## src/rtl/alu_seq_pkg.sv

```systemverilog
// Shared types for the byte-serial ALU: FSM states, flag bundle,
// ALU op codes and the BCD nibble-adjust helper.
package alu_seq_pkg;

    localparam logic [2:0] ALU_OR  = 3'd0;
    localparam logic [2:0] ALU_AND = 3'd1;
    localparam logic [2:0] ALU_XOR = 3'd2;
    localparam logic [2:0] ALU_ADD = 3'd3;
    localparam logic [2:0] ALU_SR  = 3'd4;
    localparam logic [2:0] ALU_SL  = 3'd5;
    localparam logic [2:0] ALU_BIT = 3'd6;

    typedef enum logic [1:0] {
        S_IDLE,
        S_RUN,
        S_DONE
    } state_t;

    typedef struct packed {
        logic n;
        logic v;
        logic z;
        logic c;
    } flags_t;

    // Decimal adjust of one raw nibble sum s (5 bits incl. carry).
    // Returns {decimal carry, adjusted nibble}. For subtract the
    // carry means "no borrow"; a borrow needs a -6 correction.
    function automatic logic [4:0] nib_adj(input logic sub,
                                           input logic [4:0] s);
        logic       c;
        logic [3:0] n;
        if (sub) begin
            c = s[4];
            n = c ? s[3:0] : s[3:0] - 4'd6;
        end else begin
            c = (s > 5'd9);
            n = c ? s[3:0] + 4'd6 : s[3:0];
        end
        return {c, n};
    endfunction

endpackage

```

## src/rtl/alu_seq_if.sv

```systemverilog
// Request/response bundle of the byte-serial ALU.
// master: requester drives operands + out_ready; slave: the ALU.
interface alu_seq_if #(
    parameter int WIDTH = 16
);
    logic             in_valid;
    logic             in_ready;
    logic [2:0]       op;
    logic             sub;
    logic             dec;
    logic [WIDTH-1:0] ai;
    logic [WIDTH-1:0] bi;
    logic             ci;
    logic             out_valid;
    logic             out_ready;
    logic [WIDTH-1:0] out;
    logic             N;
    logic             V;
    logic             Z;
    logic             C;

    modport master (
        output in_valid, op, sub, dec, ai, bi, ci, out_ready,
        input  in_ready, out_valid, out, N, V, Z, C
    );

    modport slave (
        input  in_valid, op, sub, dec, ai, bi, ci, out_ready,
        output in_ready, out_valid, out, N, V, Z, C
    );
endinterface

```

## src/rtl/alu_seq_slice.sv

```systemverilog
// Combinational 8-bit ALU slice. Ports: i_op/i_sub/i_dec select the
// function, i_a/i_b/i_cin operands, o_y result, o_cout carry, o_bmsb = b'[7].
module alu_seq_slice
    import alu_seq_pkg::*;
(
    input  logic [2:0] i_op,
    input  logic       i_sub,
    input  logic       i_dec,
    input  logic [7:0] i_a,
    input  logic [7:0] i_b,
    input  logic       i_cin,
    output logic [7:0] o_y,
    output logic       o_cout,
    output logic       o_bmsb
);

    logic [7:0] w_bp;
    logic [7:0] w_aorb;
    logic [4:0] w_lo;
    logic [4:0] w_lo_adj;
    logic [4:0] w_hi;
    logic [4:0] w_hi_adj;
    logic [8:0] w_sum;

    assign w_bp   = i_sub ? ~i_b : i_b;
    assign w_aorb = i_a | i_b;
    assign o_bmsb = w_bp[7];

    always_comb begin
        w_lo     = {1'b0, i_a[3:0]} + {1'b0, w_bp[3:0]} + {4'd0, i_cin};
        w_lo_adj = nib_adj(i_sub, w_lo);
        w_hi     = {1'b0, i_a[7:4]} + {1'b0, w_bp[7:4]}
                 + {4'd0, w_lo_adj[4]};
        w_hi_adj = nib_adj(i_sub, w_hi);
        w_sum    = {1'b0, i_a} + {1'b0, w_bp} + {8'd0, i_cin};
    end

    always_comb begin
        o_y    = 8'd0;
        o_cout = i_cin;
        unique case (i_op)
            ALU_OR:  o_y = i_a | i_b;
            ALU_AND: o_y = i_a & i_b;
            ALU_XOR: o_y = i_a ^ i_b;
            ALU_BIT: o_y = i_a & i_b;
            ALU_SL: begin
                o_y    = {w_aorb[6:0], i_cin};
                o_cout = w_aorb[7];
            end
            ALU_SR: begin
                o_y    = {i_cin, w_aorb[7:1]};
                o_cout = w_aorb[0];
            end
            ALU_ADD: begin
                if (i_dec) begin
                    o_y    = {w_hi_adj[3:0], w_lo_adj[3:0]};
                    o_cout = w_hi_adj[4];
                end else begin
                    o_y    = w_sum[7:0];
                    o_cout = w_sum[8];
                end
            end
            default: begin
                o_y    = 8'd0;
                o_cout = i_cin;
            end
        endcase
    end

endmodule

```

## src/rtl/alu_seq.sv

```systemverilog
// Byte-serial multi-byte ALU with BCD add/sub and valid/ready handshakes.
// Ports: clk, rst (sync, active-high), bus (alu_seq_if.slave).
module alu_seq
    import alu_seq_pkg::*;
#(
    parameter int BYTES      = 2,
    parameter bit DECIMAL_EN = 1
) (
    input  logic      clk,
    input  logic      rst,
    alu_seq_if.slave  bus
);

    localparam int WIDTH = 8 * BYTES;
    localparam int IW    = (BYTES > 1) ? $clog2(BYTES) : 1;

    state_t           r_state;
    state_t           w_state_nx;
    logic [2:0]       r_op;
    logic             r_sub;
    logic             r_dec;
    logic [WIDTH-1:0] r_a;
    logic [WIDTH-1:0] r_b;
    logic [WIDTH-1:0] r_acc;
    logic [WIDTH-1:0] r_out;
    logic [1:0]       r_bhi;
    logic             r_carry;
    logic             r_nz;
    logic [IW-1:0]    r_idx;
    flags_t           r_flags;

    logic             w_in_ready;
    logic             w_accept;
    logic             w_last;
    logic             w_shr;
    logic [7:0]       w_a_byte;
    logic [7:0]       w_b_byte;
    logic [7:0]       w_y;
    logic             w_cout;
    logic             w_bmsb;
    logic [WIDTH-1:0] w_acc_nx;
    flags_t           w_flags;

    assign w_in_ready = (r_state == S_IDLE)
                      | ((r_state == S_DONE) & bus.out_ready);
    assign w_accept   = bus.in_valid & w_in_ready;
    assign w_last     = (r_idx == IW'(BYTES - 1));

    // SR walks MSB->LSB so the shift-in bit enters the top byte first.
    assign w_shr    = (r_op == ALU_SR);
    assign w_a_byte = w_shr ? r_a[WIDTH-1 -: 8] : r_a[7:0];
    assign w_b_byte = w_shr ? r_b[WIDTH-1 -: 8] : r_b[7:0];

    alu_seq_slice u_slice (
        .i_op   (r_op),
        .i_sub  (r_sub),
        .i_dec  (r_dec),
        .i_a    (w_a_byte),
        .i_b    (w_b_byte),
        .i_cin  (r_carry),
        .o_y    (w_y),
        .o_cout (w_cout),
        .o_bmsb (w_bmsb)
    );

    assign w_acc_nx = w_shr
        ? ((r_acc << 8) | WIDTH'(w_y))
        : ((r_acc >> 8) | (WIDTH'(w_y) << (WIDTH - 8)));

    // Final flags, valid on the last slice. For ADD the last slice is
    // the MSB slice, so its a/b'/y msbs give the overflow.
    always_comb begin
        w_flags   = '0;
        w_flags.n = w_acc_nx[WIDTH-1];
        w_flags.z = ~(r_nz | (|w_y));
        unique case (r_op)
            ALU_ADD: begin
                w_flags.c = w_cout;
                w_flags.v = (w_a_byte[7] ^ w_y[7]) & (w_bmsb ^ w_y[7]);
            end
            ALU_SL, ALU_SR: w_flags.c = w_cout;
            ALU_BIT: begin
                w_flags.n = r_bhi[1];
                w_flags.v = r_bhi[0];
            end
            default: begin
                w_flags.c = 1'b0;
            end
        endcase
    end

    always_ff @(posedge clk) begin
        if (rst) r_state <= S_IDLE;
        else     r_state <= w_state_nx;
    end

    always_comb begin
        w_state_nx = r_state;
        unique case (r_state)
            S_IDLE: if (w_accept) w_state_nx = S_RUN;
            S_RUN:  if (w_last)   w_state_nx = S_DONE;
            S_DONE: begin
                if (bus.out_ready)
                    w_state_nx = w_accept ? S_RUN : S_IDLE;
            end
            default: w_state_nx = S_IDLE;
        endcase
    end

    always_ff @(posedge clk) begin
        if (rst) begin
            r_op    <= '0;
            r_sub   <= 1'b0;
            r_dec   <= 1'b0;
            r_a     <= '0;
            r_b     <= '0;
            r_acc   <= '0;
            r_out   <= '0;
            r_bhi   <= '0;
            r_carry <= 1'b0;
            r_nz    <= 1'b0;
            r_idx   <= '0;
            r_flags <= '0;
        end else if (w_accept) begin
            r_op    <= bus.op;
            r_sub   <= bus.sub;
            r_dec   <= bus.dec & DECIMAL_EN;
            r_a     <= bus.ai;
            r_b     <= bus.bi;
            r_acc   <= '0;
            r_bhi   <= bus.bi[WIDTH-1 -: 2];
            r_carry <= bus.ci;
            r_nz    <= 1'b0;
            r_idx   <= '0;
        end else if (r_state == S_RUN) begin
            r_a     <= w_shr ? (r_a << 8) : (r_a >> 8);
            r_b     <= w_shr ? (r_b << 8) : (r_b >> 8);
            r_acc   <= w_acc_nx;
            r_carry <= w_cout;
            r_nz    <= r_nz | (|w_y);
            r_idx   <= r_idx + 1'b1;
            if (w_last) begin
                r_out   <= w_acc_nx;
                r_flags <= w_flags;
            end
        end
    end

    assign bus.in_ready  = w_in_ready;
    assign bus.out_valid = (r_state == S_DONE);
    assign bus.out       = r_out;
    assign bus.N         = r_flags.n;
    assign bus.V         = r_flags.v;
    assign bus.Z         = r_flags.z;
    assign bus.C         = r_flags.c;

endmodule
```

## src/flat_wrapper.sv

```systemverilog
// flat-port wrapper written by rule: the top's interface ports become plain ports
module alu_seq_flat import alu_seq_pkg::*;
#(
    parameter int BYTES      = 2,
    parameter bit DECIMAL_EN = 1
)
  (clk, rst, bus_in_valid, bus_op, bus_sub, bus_dec, bus_ai, bus_bi, bus_ci, bus_out_ready, bus_in_ready, bus_out_valid, bus_out, bus_N, bus_V, bus_Z, bus_C);
  alu_seq_if bus_i ();
  input  logic clk;
  input  logic rst;
  input wire logic [$bits(bus_i.in_valid)-1:0] bus_in_valid;
  input wire logic [$bits(bus_i.op)-1:0] bus_op;
  input wire logic [$bits(bus_i.sub)-1:0] bus_sub;
  input wire logic [$bits(bus_i.dec)-1:0] bus_dec;
  input wire logic [$bits(bus_i.ai)-1:0] bus_ai;
  input wire logic [$bits(bus_i.bi)-1:0] bus_bi;
  input wire logic [$bits(bus_i.ci)-1:0] bus_ci;
  input wire logic [$bits(bus_i.out_ready)-1:0] bus_out_ready;
  output wire logic [$bits(bus_i.in_ready)-1:0] bus_in_ready;
  output wire logic [$bits(bus_i.out_valid)-1:0] bus_out_valid;
  output wire logic [$bits(bus_i.out)-1:0] bus_out;
  output wire logic [$bits(bus_i.N)-1:0] bus_N;
  output wire logic [$bits(bus_i.V)-1:0] bus_V;
  output wire logic [$bits(bus_i.Z)-1:0] bus_Z;
  output wire logic [$bits(bus_i.C)-1:0] bus_C;
  assign bus_i.in_valid = bus_in_valid;
  assign bus_i.op = bus_op;
  assign bus_i.sub = bus_sub;
  assign bus_i.dec = bus_dec;
  assign bus_i.ai = bus_ai;
  assign bus_i.bi = bus_bi;
  assign bus_i.ci = bus_ci;
  assign bus_i.out_ready = bus_out_ready;
  assign bus_in_ready = bus_i.in_ready;
  assign bus_out_valid = bus_i.out_valid;
  assign bus_out = bus_i.out;
  assign bus_N = bus_i.N;
  assign bus_V = bus_i.V;
  assign bus_Z = bus_i.Z;
  assign bus_C = bus_i.C;
  alu_seq #(.BYTES(BYTES), .DECIMAL_EN(DECIMAL_EN)) u_core (.clk(clk), .rst(rst), .bus(bus_i));
endmodule
```

## config.mk

```make
export PLATFORM = sky130hd
export DESIGN_NAME = alu_seq_flat
export DESIGN_NICKNAME = d
export VERILOG_FILES = /design/src/rtl/alu_seq_pkg.sv /design/src/rtl/alu_seq_if.sv /design/src/rtl/alu_seq_slice.sv /design/src/rtl/alu_seq.sv /design/src/flat_wrapper.sv
export SDC_FILE = /design/constraint.sdc
export NUM_CORES = 1
export LEC_CHECK = 0
export ABC_AREA = 0
export CAP_MARGIN = 15
export CORE_MARGIN = 2
export CORE_UTILIZATION = 47
export CTS_BUF_LIST = sky130_fd_sc_hd__clkbuf_16
export CTS_CLUSTER_DIAMETER = 200
export DETAILED_ROUTE_END_ITERATION = 8
export PLACE_DENSITY_LB_ADDON = 0.1
export SLEW_MARGIN = 30
export SYNTH_ARGS = -nofsm -noshare
export SYNTH_HDL_FRONTEND = slang
export SYNTH_SLANG_ARGS = --single-unit
```

## constraint.sdc

```tcl
create_clock -name clk -period 6.6 [get_ports clk]
set_clock_uncertainty 0.1 [all_clocks]
set_input_delay 0.99 -clock clk [delete_from_list [all_inputs] [get_ports clk]]
set_output_delay 0.99 -clock clk [all_outputs]
set_load 0.02 [all_outputs]
```

# Word level (Yosys, flattened, before mapping)
# Cells that the tools add are included.
# op_classes
n_addsub	11
multipliers	0
div	0
order_cmp	2
eq_ne	11
shifts	0
n_mux	32
bitwise_logic	15
reduce_logical	9
# ops
cell	n
16-bit 2-to-1 mux	7
8-bit one-hot mux with 6 select lines	1
8-bit 2-to-1 mux	4
4-bit 2-to-1 mux	6
16-bit by 8-bit OR with 16-bit output	1
8-bit by 16-bit OR with 16-bit output	1
4-bit by 4-bit adder with 5-bit output	2
5-bit by 1-bit adder with 5-bit output	2
5-bit by 4-bit greater-than comparator with 1-bit output, second input constant	2
8-bit by 8-bit adder with 9-bit output	1
9-bit by 1-bit adder with 9-bit output	1
3-bit equality test, second input constant	3
4-bit by 3-bit adder with 4-bit output, second input constant	2
8-bit AND	1
1-bit 2-to-1 mux	8
8-bit NOT	1
8-bit OR	1
8-bit OR reduction	1
4-bit by 3-bit subtractor with 4-bit output, second input constant	2
8-bit bitwise XOR	1
3-bit by 2-bit equality test with 1-bit output, second input constant	2
2-bit 2-to-1 mux	3
2-bit one-hot mux with 3 select lines	1
3-bit AND reduction	2
other kinds (17)	24
# word_totals
register_bits	80
latchBits	0
ramBits	0
rom_bits	0
inputBits	42
out_inout_bits	22
elab_cells	96
mem_count	0

# Logic depth before layout (Yosys ltp)
# Gate-level depths: netlist of the first run.
# logic_depth
depth_word	17
ltp_mapped	27
depth_no_buf	22

# Modules after synthesis
# A second synthesis of the first run with hierarchy kept.
# hier_totals
hier_cells	681
hier_area_um2	5260.0
# by_module_without_submodules
mod	instances	cells_each	area_per_inst_um2	seq_area_each_um2
alu_seq	1	441	3560.9	1601.5
alu_seq_slice	1	240	1699.1	0.0

# Worst setup path after synthesis of the first run
# Ideal clock, no wire load.
# synth_timing
path_type	flip-flop to flip-flop
from	register u_core.r_op[2]
to	register u_core.r_flags, in the netlist u_core.bus.Z
arrival_ps	5520
required_time_ps	6384
slack_ps	864
stages_incl_launch_ff	25
n_path_buf	4
period_less_slack_ps	5736
cell_sequence	dfxtp_1 -> or3b_2 -> clkbuf_1 -> buf_1 -> buf_1 -> mux2i_1 -> fa_1 -> nor2b_1 -> o31a_1 -> buf_2 -> nor2_1 -> o21ai_0 -> fa_1 -> inv_1 -> fa_1 -> xnor2_1 -> inv_1 -> ha_1 -> inv_1 -> o22ai_1 -> o31a_2 -> a2111oi_0 -> a211o_1 -> nor3_1 -> a41o_2
# synth_between
elab_chain_len	17
# synth_rtl
item	line_no	rtl
start, declared	alu_seq.sv:19	logic [2:0] r_op;
start signal, assigned	alu_seq.sv:125	r_op <= bus.op;
3-bit equality test	alu_seq_slice.sv:41, alu_seq.sv:50	
8-bit 2-to-1 mux	alu_seq.sv:52	assign w_b_byte = w_shr ? r_b[WIDTH-1 -: 8] : r_b[7:0];
8-bit NOT	alu_seq_slice.sv:25	assign w_bp = i_sub ? ~i_b : i_b;
8-bit 2-to-1 mux	alu_seq_slice.sv:25	
4-bit by 4-bit adder with 5-bit output	alu_seq_slice.sv:30	w_lo = {1'b0, i_a[3:0]} + {1'b0, w_bp[3:0]} + {4'd0, i_cin};
5-bit by 1-bit adder with 5-bit output	alu_seq_slice.sv:30	
5-bit by 4-bit greater-than comparator with 1-bit output	alu_seq_pkg.sv:37	c = (s > 5'd9);
1-bit 2-to-1 mux	alu_seq_pkg.sv:33	if (sub) begin
5-bit by 1-bit adder with 5-bit output	alu_seq_slice.sv:33	+ {4'd0, w_lo_adj[4]};
4-bit by 3-bit adder with 4-bit output (tied with other cells)	alu_seq_pkg.sv:38	n = c ? s[3:0] + 4'd6 : s[3:0];
4-bit 2-to-1 mux, on equally long branches	alu_seq_pkg.sv:38, alu_seq_pkg.sv:35	
4-bit 2-to-1 mux	alu_seq_pkg.sv:33	
8-bit 2-to-1 mux	alu_seq_slice.sv:55	if (i_dec) begin
8-bit one-hot mux with 6 select lines *	alu_seq_slice.sv:41	unique case (i_op)
8-bit OR reduction *	alu_seq.sv:75	w_flags.z = ~(r_nz | (|w_y));
1-bit OR *	alu_seq.sv:75	
1-bit NOT *	alu_seq.sv:75	
end signal, assigned	alu_seq.sv:144	r_flags <= w_flags;
end, declared	alu_seq.sv:30	flags_t r_flags;
# Mark *: on every way between the ends. The rest lies on a longest branch, timed or not.
# A chain may end at the register's enable or synchronous reset.

# Worst setup path in the final report of the first run
# layout_timing
from	register u_core.r_op[0]
to	register u_core.r_flags, in the netlist u_core.bus.Z
# Same word-level chain as after synthesis.

==> results by group, run 1 <==
Timing
  – Relative slew slack: 41.7%
  – Final hold violations: 0
  – Peak Freq: 0.169 GHz
  – RSZ-0062 raised after global routing: false
  – Worst setup margin: 698 ps
  – Worst Tran Pin Value: 874 ps
  – Setup violators final: 0
  – Setup_tns: 0 ps
  – Slew Viols, Final: 0
  – Tcrit/Tclk final: 89.4%
  – Tmin final: 5900 ps
  – Min Hold Slack: 354 ps

Synth
  – Synth area leader: dfxtp_1
  – Synthesized area per cell: 7.68 sq um
  – Syn Inst Count: 706
  – EDFF count, synth: 0
  – Register area share after synthesis: 29.5%
  – Area share of the largest cell type after synthesis: 29.5%
  – Synth cell count leaders: nand2_1 (111), dfxtp_1 (80), nor2_1 (76)
  – Flops & latches, synth: 80
  – Cell variety after synth: 68
  – Asr flop ratio synth: 0%
  – Most frequent cell after synthesis: nand2_1
  – Netlist Area Pre-Place: 5420 sq um
  – Synth Flop Type: dfxtp_1
  – Syn nets: 778
  – Synth area leaders: dfxtp_1 (30%), nand2_1 (7.7%), ha_1 (6.2%), a311oi_1 (5.7%), nor2_1 (5.3%)
  – YS warnings: 0

Route
  – Iter 0 DRT Violations: 327
  – Initial DRT Pass Iterations: 5
  – DRC viols: 0
  – Drt total wl: 15.1 mm
  – Final ANT Viol Nets: 0
  – Vias: 5175
  – DR WL/cell: 17.1 um
  – Vias per std cell: 5.88

Layout
  – # fillers: 1083
  – Multi-input gate area: 3470 sq um
  – Area growth from synthesis to layout: 17.6%
  – Final #Nets: 804
  – Final instance area: 6380 sq um
  – Sequential cell area: 1600 sq um
  – Ant diodes: 0
  – Final cell count without fillers: 880
  – Layout cells sized above 1: 8.01%

Critical path
  – Kind of critical path: reg -> reg
  – Worst r2r src: u_core.r_op[0]
  – Cell Chain, Critical Path: or3b_2, mux2i_1, xnor2_1, ha_1, xnor2_1, a22oi_1, nand3_1, o21ai_0, fa_1, inv_1, fa_1, xnor2_1, inv_1, ha_1, inv_1, o22ai_1, o31a_2, a2111oi_0, a211o_1, nor3_1, a41o_2
  – Worst Setup SP: u_core.r_op[0]
  – Worst endpoint required time: 6750 ps
  – Worst Setup Start Kind: flop
  – CP max stage cell: or3b_2
  – Worst Reg2Reg Path Length in Cells: 21
  – CP endpoint kind: flop
  – CP peak stage delay: 730 ps
  – Crit-path max FO: 20
  – CP arrival: 6050 ps
  – FF-to-FF setup slack: 700 ps

Placement
  – Dpl hpwl: 10.5 mm
  – Final GP Congestion: 0.917
  – Port buffer count: 63
  – DP Worst Slack: 799 ps
  – DP Cell Count: 864
  – Placed inst area: 6090 sq um

Global route
  – Number of global-route vias before repair: 4899
  – GRT Overall Usage: 24.8%
  – First-pass GRT wire length: 24.8 mm
  – Largest net degree at the start of global routing: 73
  – Initial antenna violation count: 0
  – Total global routing overflow: 0

Clocking
  – CTS root buf: clkbuf_16
  – Worst skew pair latency: 350 ps
  – Setup Fix Bufs, Post-CTS: 0
  – Clk slew on worst S/H paths: 60 ps
  – Clk buf depth: 2
  – H-tree levels: 3
  – Cts bufs inserted: 9
  – TritonCTS clock tree: done
  – CTS sink count: 80
  – Hold Buf Count CTS: 0
  – Post-cts gate resize count: 0

Die
  – Std cell rows: 39
  – Starting Density: 47.9%
  – Die width: 111 um
  – Total Die Area: 12400 sq um
  – IO Count: 64
  – Die H: 111 um
  – Core footprint: 11300 sq um

Min path
  – Min-Delay Path Class: reg -> reg
  – HP Start: u_core.bus.out[5]
  – Hold Crit Depth: 2

Power
  – Leakage: 2.49 nW
  – Cell Pwr Density: 245 nW/um^2
  – VDD IR max: 0.000132 V

Outcome
  – Outcome: finished clean

Job
  – Max Cap Viol: 0
layout make-up:
| class | instances | share of cell area (%) |
|---|---|---|
| clock buffer | 9 | 3.53 |
| clock inverter | 7 | 1.00 |
| inverter | 36 | 2.12 |
| multi-input combinational | 532 | 54.5 |
| sequential | 80 | 25.1 |
| tap | 143 | 2.81 |
| timing repair buffer | 73 | 11.0 |
placed cells by master (no fill, tap or decap), drive strengths merged, types with 3 or more instances in the layout:
cell / instances
a211o: 7
a211oi: 8
a21o: 4
a21oi: 49
a311oi: 36
and2: 3
and3: 5
buf: 11
clkbuf: 9
clkdlybuf4s50: 62
clkinv: 3
dfxtp: 80
fa: 3
ha: 27
inv: 39
mux2: 4
mux2i: 22
mux4: 5
nand2: 111
nand2b: 9
nand3: 35
nand3b: 3
nor2: 76
nor2b: 11
nor3: 9
nor3b: 6
o211ai: 16
o21a: 6
o21ai: 17
o22ai: 4
or2: 3
or3: 3
xnor2: 14
where the power goes:
group          switching [mW]  total [mW]  leakage, nW  internal (mW)
logic                   0.313       0.532         1.69          0.218
registers              0.0247       0.536        0.654          0.511
clock network           0.207       0.497        0.150          0.290
total                   0.545        1.56         2.49           1.02
critical path: cells and delay by family, from the launching register on:
family / cells / cell delay (ps)
fa+ha+maj: 4 / 1280
buf+inv: 3 / 230
xor+xnor: 3 / 670
flops: 1 / 300
compound gates: 7 / 1800
mux: 1 / 410
simple gates: 3 / 1020
stage by stage:
stage                     utilization [%]  total power [mW]
after floorplan                         -             0.928
after CTS                            56.3              1.56
final                                56.3              1.56
after global routing                 56.3              1.65
after global placement               53.7              1.06
after detailed placement             53.8              1.07
metal layers:
| metal | vias up | wire, um | global-route usage [%] |
|---|---|---|---|
| met5 | - | 0 | 0 |
| met4 | 0 | 372 | 11.0 |
| met3 | 23 | 736 | 4.03 |
| met2 | 151 | 6710 | 38.4 |
| met1 | 2451 | 7270 | 34.3 |
| li1 | 2550 | - | - |
kinds of logic (layout without fill, tap and decap cells):
logic type,Yosys count,in the layout,share of synthesized area [%]
compound gates,169,169,22.7
xor+xnor,16,16,2.58
fa+ha+maj,30,30,7.34
buf+inv,94,125,6.74
flops,80,80,29.5
mux,31,31,6.97
simple gates,286,286,24.1
path summary, 6_finish.rpt:
check / endpoint
hold reg to reg: u_core.bus.out[5]
hold / removal: u_core.bus.out[5]
setup reg to reg: u_core.bus.Z
setup / recovery: u_core.bus.Z
flip-flops by register name (all words and copies together) (netlist names):
name	flops
u_core.r_dec	1
u_core.r_idx	1
u_core.r_state	2
u_core.r_nz	1
u_core.r_acc	16
u_core.bus.V	1
u_core.r_b	16
u_core.r_a	16
u_core.r_carry	1
u_core.r_op	3
u_core.bus.out	16
u_core.bus.C	1
u_core.r_sub	1
u_core.bus.N	1
u_core.bus.Z	1
u_core.r_bhi	2
No activity file was read; power rests on OpenSTA's default activity.
==> inputs of run 2 (changes only) <==
--- a/config.mk
+++ b/config.mk
@@ -5,7 +5,7 @@
 export SDC_FILE = /design/constraint.sdc
 export NUM_CORES = 1
 export LEC_CHECK = 0
-export ABC_AREA = 0
+export ABC_AREA = 1
 export CAP_MARGIN = 15
 export CORE_MARGIN = 2
 export CORE_UTILIZATION = 47
==> constraint.sdc (replaced) <==
create_clock -name clk -period 6.6 [get_ports clk]
set_clock_uncertainty 0.1 [all_clocks]
set_input_delay 0.99 -clock clk [delete_from_list [all_inputs] [get_ports clk]]
set_output_delay 0.99 -clock clk [all_outputs]
set_load 0.05 [all_outputs]
==> run 2 against run 1 <==
Against the previous run: first-iteration DRC count grew 19%; critical path depth grew 7; critical endpoint unchanged; sequential power grew 2%; sequential share of layout area grew 1.6 points; critical path type unchanged; largest cell class unchanged; final cell count grew 4.1%; non-clock buffer count shrank 3; routed wire length shrank 7.4%; highest routed layer unchanged; die area shrank 7.0%; total power grew 12%; clock-buffer cell count is the same; sequential cell count is the same; via count shrank 3.2%.
==> results by group, run 2 <==
Layout
  – Final core occ: 57.8% (was 56.3%)
  – Final #Nets: 847 (was 804)
  – Final instance area: 6000 sq um (was 6380 sq um)
  – Most frequent cells in the layout: nand2_1 (145), o21ai_0 (123), inv_1 (90) (was nand2_1 (109), dfxtp_1 (80), nor2_1 (75))
  – Area growth from synthesis to layout: 19.2% (was 17.6%)
  – # fillers: 1003 (was 1083)
  – Ant diodes: 0 (unchanged)
  – Layout cells sized above 1: 6.54% (was 8.01%)
  – Commonest non-fill, non-tap cell in the layout: nand2_1 (unchanged)

Die
  – Total Die Area: 11500 sq um (was 12400 sq um)
  – Std cell rows: 37 (was 39)
  – Die width: 107 um (was 111 um)
  – Core footprint: 10400 sq um (was 11300 sq um)
  – Starting Density: 48.5% (was 47.9%)
  – IO Count: 64 (unchanged)
  – Die H: 107 um (was 111 um)

Timing
  – Min Hold Slack: 354 ps (about the same)
  – Tcrit/Tclk final: 81.4% (was 89.4%)
  – Setup_tns: 0 ps (unchanged)
  – Slew Viols, Final: 0 (unchanged)
  – Final hold violations: 0 (unchanged)
  – Peak Freq: 0.186 GHz (was 0.169 GHz)
  – Relative slew slack: 50.4% (was 41.7%)
  – Worst Tran Pin Value: 736 ps (was 874 ps)
  – Setup violators final: 0 (unchanged)
  – Tmin final: 5370 ps (was 5900 ps)
  – RSZ-0062 raised after global routing: false (unchanged)

Route
  – Vias: 5010 (was 5175)
  – Vias per std cell: 5.47 (was 5.88)
  – Final ANT Viol Nets: 0 (unchanged)
  – Drt total wl: 14.0 mm (was 15.1 mm)
  – DRC viols: 0 (unchanged)
  – Initial DRT Pass Iterations: 7 (was 5)
  – Iter 0 DRT Violations: 389 (was 327)
  – DR WL/cell: 15.3 um (was 17.1 um)

Clocking
  – CTS sink count: 80 (unchanged)
  – Clk buf depth: 2 (unchanged)
  – Setup Fix Bufs, Post-CTS: 0 (unchanged)
  – TritonCTS clock tree: done (unchanged)
  – Clk slew on worst S/H paths: 70 ps (was 60 ps)
  – Hold Buf Count CTS: 0 (unchanged)
  – Post-cts gate resize count: 0 (unchanged)
  – Worst skew pair latency: 340 ps (was 350 ps)
  – H-tree levels: 3 (unchanged)
  – CTS root buf: clkbuf_16 (unchanged)
  – Cts bufs inserted: 9 (unchanged)

Outcome
  – Outcome: finished clean (unchanged)

Synth
  – Netlist Area Pre-Place: 5030 sq um (was 5420 sq um)
  – Asr flop ratio synth: 0% (unchanged)
  – Syn Inst Count: 737 (was 706)
  – Register area share after synthesis: 31.8% (was 29.5%)
  – Area share of the largest cell type after synthesis: 31.8% (was 29.5%)
  – Synth area leader: dfxtp_1 (unchanged)
  – YS warnings: 0 (unchanged)
  – Cell variety after synth: 45 (was 68)
  – Synth cell count leaders: nand2_1 (146), o21ai_0 (123), inv_1 (90) (was nand2_1 (111), dfxtp_1 (80), nor2_1 (76))
  – Synth area leaders: dfxtp_1 (32%), o21ai_0 (12%), nand2_1 (11%), ha_1 (6.7%), inv_1 (6.7%) (was dfxtp_1 (30%), nand2_1 (7.7%), ha_1 (6.2%), a311oi_1 (5.7%), nor2_1 (5.3%))
  – Most frequent cell after synthesis: nand2_1 (unchanged)
  – Flops & latches, synth: 80 (unchanged)
  – EDFF count, synth: 0 (unchanged)
  – Synthesized area per cell: 6.83 sq um (was 7.68 sq um)
  – Syn nets: 809 (was 778)
  – Synth Flop Type: dfxtp_1 (unchanged)

Power
  – Cell Pwr Density: 293 nW/um^2 (was 245 nW/um^2)
  – VDD IR max: 0.000163 V (was 0.000132 V)
  – Leakage: 2.66 nW (was 2.49 nW)
  – Pwr Total: 1.76 mW (was 1.56 mW)

Critical path
  – Worst Setup Start Kind: flop (unchanged)
  – CP most frequent cell: nand2_1
  – Crit-path max FO: 30 (was 20)
  – CP endpoint kind: flop (unchanged)
  – CP arrival: 5550 ps (was 6050 ps)
  – CP max stage cell: dfxtp_1 (was or3b_2)
  – CP peak stage delay: 490 ps (was 730 ps)
  – Worst endpoint required time: 6770 ps (was 6750 ps)
  – Kind of critical path: reg -> reg (unchanged)

Global route
  – Initial antenna violation count: 0 (unchanged)
  – Total global routing overflow: 0 (unchanged)
  – First-pass GRT wire length: 23.4 mm (was 24.8 mm)
  – GRT Overall Usage: 25.6% (was 24.8%)
  – Number of global-route vias before repair: 4754 (was 4899)
  – Largest net degree at the start of global routing: 66 (was 73)

Placement
  – Final GP Congestion: 0.918 (was 0.917)
  – Dpl hpwl: 10.3 mm (was 10.5 mm)
  – Port buffer count: 63 (unchanged)
  – Placed inst area: 5680 sq um (was 6090 sq um)

Job
  – Max Cap Viol: 0 (unchanged)

Min path
  – Min-Delay Path Class: reg -> reg (unchanged)
==> run 2: final cells by class <==
type,count,area [sq um],share of cell area (%)
Clock buffer,9,225,3.76
Tap cell,136,170,2.84
Multi-Input combinational cell,520,2880,47.9
Inverter,94,353,5.88
Clock inverter,7,88.8,1.48
Timing Repair Buffer,70,683,11.4
Sequential cell,80,1600,26.7
==> run 2: per-stage QoR <==
| step | cells | setup WS [ps] |
|---|---|---|
| 2_1_floorplan | 737 | 2010 |
| 3_3_place_gp | 900 | 1530 |
| 3_5_place_dp | 900 | 1330 |
| 4_1_cts | 916 | 1290 |
| 5_1_grt | 916 | 652 |
| 6_report | 916 | 1230 |
==> run 2: cell families after synthesis <==
group / count (synthesis) / share of synthesized area, %
AOI/OAI and AO/OA: 236 / 26.0
xor gates and xnor gates: 9 / 1.72
adders and majority gates: 30 / 7.91
buffers and inverters: 137 / 11.1
DFF: 80 / 31.8
muxes: 1 / 0.199
and+or+nand+nor: 244 / 21.3
==> run 2: final timing paths <==
kind	startpoint	endpoint	slack (ps)	cells past startpoint
setup / recovery	u_core.r_op[2]	u_core.bus.Z	1230	28
hold / removal	u_core.r_nz	u_core.r_nz	350	2
setup reg to reg	u_core.r_op[2]	u_core.bus.Z	1230	28
hold reg to reg	u_core.r_nz	u_core.r_nz	350	2
==> run 2: power by group <==
group / leakage, nW / switching (mW) / internal [mW] / total (mW)
logic: 1.85 / 0.440 / 0.244 / 0.685
clock network: 0.150 / 0.222 / 0.301 / 0.523
registers: 0.656 / 0.0267 / 0.522 / 0.548
==> run 2: worst max-delay path, delay by kind of cell, from the launching register on <==
| family | cells | cell delay [ps] |
|---|---|---|
| buffers and inverters | 3 | 420 |
| XOR/XNOR | 2 | 460 |
| AND/OR/NAND/NOR | 14 | 1780 |
| flip-flops | 1 | 490 |
| AO/OA/AOI/OAI | 5 | 830 |
| adder cells (fa/ha/maj) | 4 | 1220 |
==> run 2: routing by layer <==
metal  GRT usage [%]  vias to the layer above  part of all wire, %
met5               0                        -                    0
met4            6.78                        0                  1.3
met3            4.96                       13                  5.4
met2            41.8                      145                   46
met1            34.6                     2312                   47
li1                -                     2540                    -
